[src/rtl/rtoy_pkg.sv]
// Shared RISC_TOY definitions: writeback-select encoding and the writeback bundle type.
package rtoy_pkg;

  localparam logic [1:0] WB_ALU  = 2'd0;
  localparam logic [1:0] WB_LOAD = 2'd1;
  localparam logic [1:0] WB_PC4  = 2'd2;

  localparam int RTOY_DATA_W = 32;
  localparam int RTOY_WA_W   = 5;
  localparam int RTOY_SEL_W  = 2;

  typedef struct packed {
    logic                   valid;
    logic [RTOY_SEL_W-1:0]  sel;
    logic                   wen;
    logic [RTOY_DATA_W-1:0] aluout;
    logic [RTOY_DATA_W-1:0] pcadd4;
    logic [RTOY_WA_W-1:0]   wa;
  } wb_bundle_t;

endpackage

[src/rtl/mem_stage_pipe_fwd_lookup.sv]
// Forwarding lookup across all in-flight MEM stages for one read port; the
// youngest matching stage (lowest index) supplies the bypass value.
module fwd_lookup
  import rtoy_pkg::*;
#(
  parameter int DATA_W = 32,
  parameter int WA_W   = 5,
  parameter int SEL_W  = 2,
  parameter int DEPTH  = 1
) (
  input  logic [DEPTH-1:0]             valid,
  input  logic [DEPTH-1:0]             wen,
  input  logic [DEPTH-1:0][SEL_W-1:0]  sel,
  input  logic [DEPTH-1:0][DATA_W-1:0] aluout,
  input  logic [DEPTH-1:0][DATA_W-1:0] pcadd4,
  input  logic [DEPTH-1:0][WA_W-1:0]   wa,
  input  logic [WA_W-1:0]              ra,
  output logic                         hit,
  output logic                         pend,
  output logic [DATA_W-1:0]            data
);

  logic [DEPTH-1:0] match_s;

  // Per-stage match vector; register 0 never forwards.
  always_comb begin
    match_s = '0;
    for (int k = 0; k < DEPTH; k++) begin
      match_s[k] = valid[k] & wen[k] & (wa[k] == ra) & (ra != {WA_W{1'b0}});
    end
  end

  // Walk oldest to youngest so the youngest match overwrites older ones.
  always_comb begin
    data = {DATA_W{1'b0}};
    pend = 1'b0;
    for (int k = DEPTH - 1; k >= 0; k--) begin
      data = match_s[k] ? ((sel[k] == SEL_W'(WB_PC4)) ? pcadd4[k] : aluout[k]) : data;
      pend = match_s[k] ? (sel[k] == SEL_W'(WB_LOAD)) : pend;
    end
  end

  assign hit = |match_s;

endmodule

[src/rtl/mem_stage_pipe.sv]
// MEM1->MEM2 writeback pipeline of DEPTH stages with stall/flush/bubble handling.
// Optional register-forwarding lookup is built when MEMPIPE_FWD_EN is defined.
module mem_stage_pipe
  import rtoy_pkg::*;
#(
  parameter int DATA_W = 32,
  parameter int WA_W   = 5,
  parameter int SEL_W  = 2,
  parameter int DEPTH  = 1
) (
  input  logic              CLK,
  input  logic              RSTN,
  input  logic              STALL,
  input  logic              FLUSH,
  input  logic              VALID_IN,
  input  logic [SEL_W-1:0]  SelWB_IN,
  input  logic              WEN_IN,
  input  logic [DATA_W-1:0] ALUOUT_IN,
  input  logic [DATA_W-1:0] PCADD4_IN,
  input  logic [WA_W-1:0]   WA_IN,
  output logic              VALID_OUT,
  output logic [SEL_W-1:0]  SelWB_OUT,
  output logic              WEN_OUT,
  output logic [DATA_W-1:0] ALUOUT_OUT,
  output logic [DATA_W-1:0] PCADD4_OUT,
  output logic [WA_W-1:0]   WA_OUT,
  input  logic [WA_W-1:0]   RA1,
  input  logic [WA_W-1:0]   RA2,
  output logic              FWD_HIT1,
  output logic              FWD_HIT2,
  output logic [DATA_W-1:0] FWD_DATA1,
  output logic [DATA_W-1:0] FWD_DATA2,
  output logic              FWD_PEND1,
  output logic              FWD_PEND2
);

  logic [DEPTH-1:0]             valid_r;
  logic [DEPTH-1:0]             wen_r;
  logic [DEPTH-1:0][SEL_W-1:0]  sel_r;
  logic [DEPTH-1:0][DATA_W-1:0] alu_r;
  logic [DEPTH-1:0][DATA_W-1:0] pc_r;
  logic [DEPTH-1:0][WA_W-1:0]   wa_r;

  logic             in_wen_s;
  logic [SEL_W-1:0] in_sel_s;

  // A bubble entering stage 0 carries neither a write nor a select.
  always_comb begin
    in_wen_s = WEN_IN & VALID_IN;
    if (VALID_IN) begin
      in_sel_s = SelWB_IN;
    end else begin
      in_sel_s = {SEL_W{1'b0}};
    end
  end

  // Stage registers: flush kills control bits only, stall holds, else shift.
  always_ff @(posedge CLK or negedge RSTN) begin
    if (!RSTN) begin
      valid_r <= '0;
      wen_r   <= '0;
      sel_r   <= '0;
      alu_r   <= '0;
      pc_r    <= '0;
      wa_r    <= '0;
    end else if (FLUSH) begin
      valid_r <= '0;
      wen_r   <= '0;
      sel_r   <= '0;
    end else if (!STALL) begin
      valid_r[0] <= VALID_IN;
      wen_r[0]   <= in_wen_s;
      sel_r[0]   <= in_sel_s;
      alu_r[0]   <= ALUOUT_IN;
      pc_r[0]    <= PCADD4_IN;
      wa_r[0]    <= WA_IN;
      for (int k = 1; k < DEPTH; k++) begin
        valid_r[k] <= valid_r[k-1];
        wen_r[k]   <= wen_r[k-1];
        sel_r[k]   <= sel_r[k-1];
        alu_r[k]   <= alu_r[k-1];
        pc_r[k]    <= pc_r[k-1];
        wa_r[k]    <= wa_r[k-1];
      end
    end
  end

  assign VALID_OUT  = valid_r[DEPTH-1];
  assign SelWB_OUT  = sel_r[DEPTH-1];
  assign WEN_OUT    = wen_r[DEPTH-1];
  assign ALUOUT_OUT = alu_r[DEPTH-1];
  assign PCADD4_OUT = pc_r[DEPTH-1];
  assign WA_OUT     = wa_r[DEPTH-1];

`ifdef MEMPIPE_FWD_EN
  fwd_lookup #(
    .DATA_W(DATA_W), .WA_W(WA_W), .SEL_W(SEL_W), .DEPTH(DEPTH)
  ) u_fwd1 (
    .valid(valid_r), .wen(wen_r), .sel(sel_r), .aluout(alu_r), .pcadd4(pc_r),
    .wa(wa_r), .ra(RA1), .hit(FWD_HIT1), .pend(FWD_PEND1), .data(FWD_DATA1)
  );

  fwd_lookup #(
    .DATA_W(DATA_W), .WA_W(WA_W), .SEL_W(SEL_W), .DEPTH(DEPTH)
  ) u_fwd2 (
    .valid(valid_r), .wen(wen_r), .sel(sel_r), .aluout(alu_r), .pcadd4(pc_r),
    .wa(wa_r), .ra(RA2), .hit(FWD_HIT2), .pend(FWD_PEND2), .data(FWD_DATA2)
  );
`else
  logic unused_ra_s;
  assign unused_ra_s = ^{RA1, RA2};

  assign FWD_HIT1  = 1'b0;
  assign FWD_HIT2  = 1'b0;
  assign FWD_PEND1 = 1'b0;
  assign FWD_PEND2 = 1'b0;
  assign FWD_DATA1 = {DATA_W{1'b0}};
  assign FWD_DATA2 = {DATA_W{1'b0}};
`endif

endmodule

[config.mk]
export PLATFORM = sky130hd
export DESIGN_NAME = mem_stage_pipe
export DESIGN_NICKNAME = d
export VERILOG_FILES = /design/src/rtl/rtoy_pkg.sv /design/src/rtl/mem_stage_pipe_fwd_lookup.sv /design/src/rtl/mem_stage_pipe.sv
export SDC_FILE = /design/constraint.sdc
export NUM_CORES = 1
export LEC_CHECK = 0
export CAP_MARGIN = 20
export CORE_MARGIN = 1.5
export CORE_UTILIZATION = 35
export CTS_BUF_LIST = sky130_fd_sc_hd__clkbuf_4 sky130_fd_sc_hd__clkbuf_8
export DETAILED_ROUTE_END_ITERATION = 16
export PLACE_DENSITY = 0.82
export SLEW_MARGIN = 20
export SYNTH_ARGS = -nofsm -noshare
export SYNTH_HDL_FRONTEND = slang
export SYNTH_SLANG_ARGS = --single-unit
[constraint.sdc]
create_clock -name CLK -period 1 [get_ports CLK]
set_input_delay 0.1 -clock CLK [delete_from_list [all_inputs] [get_ports CLK]]
set_output_delay 0.1 -clock CLK [all_outputs]
set_load 0.02 [all_outputs]
==> run_results.csv, run 1 <==
group,metric,value,unit
cells_and_area,layout-area-overhead-vs-synth,59.3,%
setup_path,path_max_fanout,2,
setup_path,startpoint,"ALUOUT_OUT[17]$_DFFE_PN0P_",
power_and_ir_drop,power,9.44,mW
timing,finalHoldViolCount,0,
timing,layout_min_cycle_time,0.998,ns
die,die_area,10700,µm²
logic_synthesis,synth_most_common_cell,"dfrtp_1",
logic_synthesis,seq_area_frac_synth,51.6,%
setup_path,rr_worst_depth,2,
logic_synthesis,synth_area_leaders,"dfrtp_1, mux2_4, buf_4",
timing,rsz0062_at_grt,"yes",
logic_synthesis,yosysWarnings,0,
route,drtIter0Drc,46,
cells_and_area,drive_above_1_share,48.9,%
power_and_ir_drop,powerDensity,1670,nW/µm²
logic_synthesis,synth-main-ff-cell,"dfrtp_1",
clock_tree,cts_made_buffers,9,
logic_synthesis,synth_edf_count,0,
grt,grt_pass1_vias,2433,
min_path,hold_path_class,"primary input to asynchronous set/reset pin",
setup_path,worst_r2r_startpoint,"ALUOUT_OUT[21]$_DFFE_PN0P_",
place,port_buffers,149,
die,core,9770,µm²
clock_tree,insertion_delay,0.33,ns
timing,finalSetupTns,0,ns
clock_tree,clockBufferDepth,2,
grt,antenna_found_initial,0,
logic_synthesis,synth.distinct_cells,12,
timing,setup_violations,0,
cells_and_area,final_util,57.7,%
logic_synthesis,ys_async_sr_fraction,100,%
grt,grt_max_degree,42,
logic_synthesis,syn_avg_cell_area,15.7,µm²
route,wl_per_cell,14.3,µm
power_and_ir_drop,p_leak,2.77,nW
grt,grt_use_total,15.0,%
clock_tree,h-tree-depth,3,
setup_path,cpMaxStageDelayCell,"dfrtp_1",
setup_path,worst-path-buf-inv,1,
status,run_status,"finished, final reports clean",
clock_tree,cts_tree,"done",
setup_path,reg2reg_setup_slack,0.07,ns
die,die-width,104,µm
die,die_h,104,µm
logic_synthesis,yosys.area.top_type_share,51.6,%
route,vias_per_cell,4.00,
setup_path,cp_top_family,"flip-flops",
die,pin_count,228,
setup_path,slowest_delay,0.42,ns
timing,skew,0,ns
die,initial_utilization,36.2,%
logic_synthesis,netlist_area,3540,µm²
grt,grt_pass1_wl,12700,µm
setup_path,criticalPathCategory,"flip-flop to output port",
clock_tree,root_buffer,"clkbuf_8",
power_and_ir_drop,vdd_ir_drop_max,0.701,mV
logic_synthesis,ys_top_cells_by_count,"dfrtp_1, buf_4, mux2_4",
timing,slew_violations,0,
cells_and_area,num_antenna_cells,0,
route,vias,2274,
timing,worst_hold_slack,0.290,ns
grt,gr-total-overflow,0,
timing,finalCritPeriodShare,99.8,%
setup_path,path_cells,"buf_6",
route,finalWirelength,8120,µm
clock_tree,path_clk_slew,0.08,ns
route,ant_nets,0,
setup_path,setup.worst_path.end_class,"output port",
cells_and_area,final_nets,519,
place,gp_congestion,0.725,
clock_tree,clock-sinks,73,
logic_synthesis,synth_top_area_cell,"dfrtp_1",
setup_path,timing.rr.end,"ALUOUT_OUT[21]$_DFFE_PN0P_",
setup_path,arrival,0.90,ns
route,drc_errors,0,
timing,max_freq,1.00,GHz
cells_and_area,final_cell_count_no_fill,569,
setup_path,crit_required,0.90,ns
die,row_count,36,
logic_synthesis,syn_inst,225,
place,post-place-cells,521,
route,drt_pre_antenna_iters,4,
flow_run,maxCapViolations,0,
logic_synthesis,synth-seq-cells,73,
place,dp_hpwl,5770,µm
setup_path,cp-start-kind,"flip-flop",
-- cells by family after synthesis --
logic type             synth area share [%]
buffers and inverters                  17.3
DFF                                    51.6
muxes                                  29.3
AOI/OAI and AO/OA                     0.848
and+or+nand+nor                       0.848
other                                 0.106
-- state kept, by name, summed over array words and instances, names as in the netlist --
| signal | count |
|---|---|
| ALUOUT_OUT | 32 |
| WA_OUT | 5 |
| SelWB_OUT | 2 |
| VALID_OUT | 1 |
| PCADD4_OUT | 32 |
| WEN_OUT | 1 |
-- metal layers --
layer	routed length (µm)	vias to the layer above	GRT usage, %
met3	555	12	4.34
met2	4220	131	26.0
met1	3220	1100	17.7
met5	0	-	0
met4	123	0	5.46
li1	-	1031	-
-- worst max path at each step --
stage,to,depth (start not counted)
final,ALUOUT_OUT[17],1
after global routing,ALUOUT_OUT[17],1
after CTS,ALUOUT_OUT[17],1
after detailed placement,ALUOUT_OUT[8]$_DFFE_PN0P_,4
after global placement,ALUOUT_OUT[28]$_DFFE_PN0P_,4
after floorplan,ALUOUT_OUT[16]$_DFFE_PN0P_,3
-- power breakdown --
part,internal (mW),leakage (nW),switching (mW)
combinational,1.94,1.80,1.35
clock,1.38,0.109,1.06
sequential,3.37,0.864,0.331
-- cell usage in the layout (no fill, tap or decap) --
cell	count
dfrtp_1	73
clkdlybuf4s50_1	73
buf_6	72
conb_1	68
mux2_4	67
buf_4	49
clkbuf_8	9
buf_12	6
a32o_1	3
clkinv_2	3
mux2_2	2
bufinv_16	2
dlygate4sd2_1	2
nor2_8	1
nor2b_1	1
mux2i_1	1
nor2_1	1
clkinv_4	1
buf_16	1
dlygate4sd3_1	1
-- timing repair --
action | 4_1_cts | 5_1_grt
hold buffers | 1 | 0
cloned | 1 | 0
endpoints found under the hold margin | 73 | 0
endpoints found under the setup margin | 144 | 78
buffers inserted | 16 | 15
gates resized for setup | 397 | 43
pin swaps | 1 | 1
-- layout make-up --
| type | instances | area (µm²) |
|---|---|---|
| Clock inverter | 6 | 83.8 |
| Clock buffer | 9 | 124 |
| Tap cell | 133 | 166 |
| Fill cell | 813 | 4140 |
| Timing Repair Buffer | 204 | 2080 |
| Multi-Input combinational cell | 144 | 1350 |
| Sequential cell | 73 | 1830 |
-- through the flow --
step                      instance area (µm²)  setup slack (ns)
after CTS                                5390           -0.0305
final                                    5640           0.00227
after global placement                   5060            -0.537
after floorplan                          3790            0.0883
after global routing                     5640           -0.0518
after detailed placement                 5060            -0.551
Note: power is estimated with default switching activity, not from simulation.
==> run 2: changes to the inputs <==
- CORE_MARGIN: 1.5 -> not set
- CTS_BUF_LIST: sky130_fd_sc_hd__clkbuf_4 sky130_fd_sc_hd__clkbuf_8 -> sky130_fd_sc_hd__clkbuf_8
==> run 2 against run 1 <==
  * Worst hold slack worse by 0.067 ns
  * Routed wire length is 2.6% lower
  * Cell count down 1.6%
  * Combinational power is 2% lower
  * Via count shrank 2.3%
  * Critical path depth stayed put
  * Clock power grew 7%
  * Largest cell class unchanged
  * Highest routed layer unchanged
==> run_results.csv, run 2 (synthesis results as in run 1) <==
group,metric,value,unit
status,run_status,"finished, final reports clean",
place,dp_hpwl,5200,µm
cells_and_area,multi_input_area,1350,µm²
cells_and_area,final_cell_mix,"dfrtp_1, clkdlybuf4s50_1, buf_6",
timing,finalHoldViolCount,0,
die,die_h,103,µm
clock_tree,clockBufferDepth,2,
setup_path,path_max_fanout,2,
clock_tree,clock-sinks,73,
setup_path,worst-path-buf-inv,1,
timing,skew,0,ns
power_and_ir_drop,vdd_ir_drop_max,0.871,mV
grt,gr-total-overflow,0,
setup_path,slowest_delay,0.41,ns
timing,layout_min_cycle_time,0.995,ns
route,drt_pre_antenna_iters,4,
die,row_count,36,
route,drtIter0Drc,38,
setup_path,cp-start-kind,"flip-flop",
grt,grt_max_degree,74,
cells_and_area,drive_above_1_share,48.0,%
grt,grt_use_total,14.9,%
route,vias_per_cell,3.97,
cells_and_area,final_nets,509,
clock_tree,cts_made_buffers,9,
route,finalWirelength,7910,µm
timing,worst_hold_slack,0.223,ns
clock_tree,h-tree-depth,3,
cells_and_area,layout-area-overhead-vs-synth,58.3,%
clock_tree,insertion_delay,0.34,ns
setup_path,cpMaxStageDelayCell,"dfrtp_1",
setup_path,cp_top_family,"flip-flops",
grt,grt_pass1_wl,11700,µm
power_and_ir_drop,p_leak,2.73,nW
cells_and_area,fillers,781,
die,core,9770,µm²
place,gp_congestion,0.664,
clock_tree,root_buffer,"clkbuf_8",
timing,max_freq,1.00,GHz
cells_and_area,num_antenna_cells,0,
timing,finalSetupTns,0,ns
clock_tree,path_clk_slew,0.08,ns
route,vias,2222,
clock_tree,cts_tree,"done",
setup_path,crit_required,0.90,ns
timing,slew_violations,0,
setup_path,path_cells,"buf_6",
grt,grt_pass1_vias,2346,
die,pin_count,228,
place,port_buffers,149,
timing,rsz0062_at_grt,"yes",
timing,setup_violations,0,
timing,finalCritPeriodShare,99.5,%
flow_run,maxCapViolations,0,
setup_path,arrival,0.90,ns
route,drc_errors,0,
setup_path,setup.worst_path.end_class,"output port",
die,die_area,10500,µm²
power_and_ir_drop,powerDensity,1710,nW/µm²
cells_and_area,seq_area,1830,µm²
setup_path,criticalPathCategory,"flip-flop to output port",
grt,antenna_found_initial,0,
min_path,hold_path_class,"primary input to flip-flop",
route,ant_nets,0,
route,wl_per_cell,14.1,µm
die,initial_utilization,36.2,%
die,die-width,103,µm
==> run 2: cell types whose count changed in the layout (fill, tap and decap cells not counted) <==
cell,before,now
bufbuf_16,0,1
inv_6,0,1
clkdlybuf4s15_2,0,1
buf_6,72,71
clkinv_2,3,1
buf_12,6,3
buf_4,49,37
clkbuf_8,9,10
buf_16,1,3
dlygate4sd2_1,2,0
clkinvlp_4,0,1
clkdlybuf4s15_1,0,1
buf_2,0,3
==> run 2: final timing paths <==
path	startpoint	endpoint	slack, ns	cells after the start
worst min-delay path	STALL	VALID_OUT$_DFFE_PN0P_	0.22	3
min in group asynchronous	RSTN	PCADD4_OUT[6]$_DFFE_PN0P_	0.33	3
worst max register to register	ALUOUT_OUT[6]$_DFFE_PN0P_	ALUOUT_OUT[6]$_DFFE_PN0P_	0.07	2
worst min register to register	PCADD4_OUT[13]$_DFFE_PN0P_	PCADD4_OUT[13]$_DFFE_PN0P_	0.52	1
worst max-delay path	PCADD4_OUT[0]$_DFFE_PN0P_	PCADD4_OUT[0]	0.005	1
max in group asynchronous	RSTN	PCADD4_OUT[22]$_DFFE_PN0P_	0.35	3
==> run 2: power breakdown <==
| group | internal [mW] | leakage [nW] | switching (mW) |
|---|---|---|---|
| sequential | 3.37 | 0.864 | 0.326 |
| combinational | 1.91 | 1.76 | 1.33 |
| clock | 1.48 | 0.113 | 1.15 |
| total | 6.76 | 2.73 | 2.81 |
==> run 2: timing repair <==
| item | 4_1_cts | 5_1_grt |
|---|---|---|
| pin swaps | 1 | 0 |
| hold buffers | 1 | 0 |
| cloned | 3 | 0 |
| setup buffers | 5 | 8 |
| setup endpoints to repair | 145 | 79 |
| resized for setup | 432 | 9 |
| endpoints found under the hold margin | 73 | 0 |
==> run 2: per-layer routing <==
| metal | global-route usage (%) | vias up | share of wire, % |
|---|---|---|---|
| met3 | 4.07 | 11 | 6.3 |
| met5 | 0 | - | 0 |
| met4 | 5.27 | 0 | 1.2 |
| met2 | 25.9 | 108 | 53 |
| met1 | 17.8 | 1086 | 40 |
| li1 | - | 1017 | - |
==> run 2: cell type report <==
cell class / count / area share [%]
timing repair buffer: 194 / 36.2
sequential: 73 / 32.6
multi-input combinational: 144 / 24.2
tap: 133 / 2.97
clock buffer: 10 / 2.46
clock inverter: 6 / 1.61
==> run 2: tightest hold or removal path, stage by stage <==
cell	delay, ns
clkdlybuf4s15_2	0.25
mux2i_1	0.09
nor2_1	0.07
==> run 2: stage by stage <==
stage	worst slack, ns	utilization (%)	power [mW]	cell area [µm²]	cells
2_1_floorplan	0.0883	-	5.34	3790	292
3_3_place_gp	-0.557	52.0	6.64	5080	527
3_5_place_dp	-0.592	52.0	6.69	5080	527
4_1_cts	-0.0381	56.5	9.60	5520	552
5_1_grt	-0.0386	57.3	10.1	5600	560
6_report	0.00482	57.3	9.57	5600	560
==> run 3: changes to the inputs <==
- SLEW_MARGIN: 20 -> 10
==> results of run 3 <==
Same layout as run 2: the final DEF is identical, and so are final timing and power.
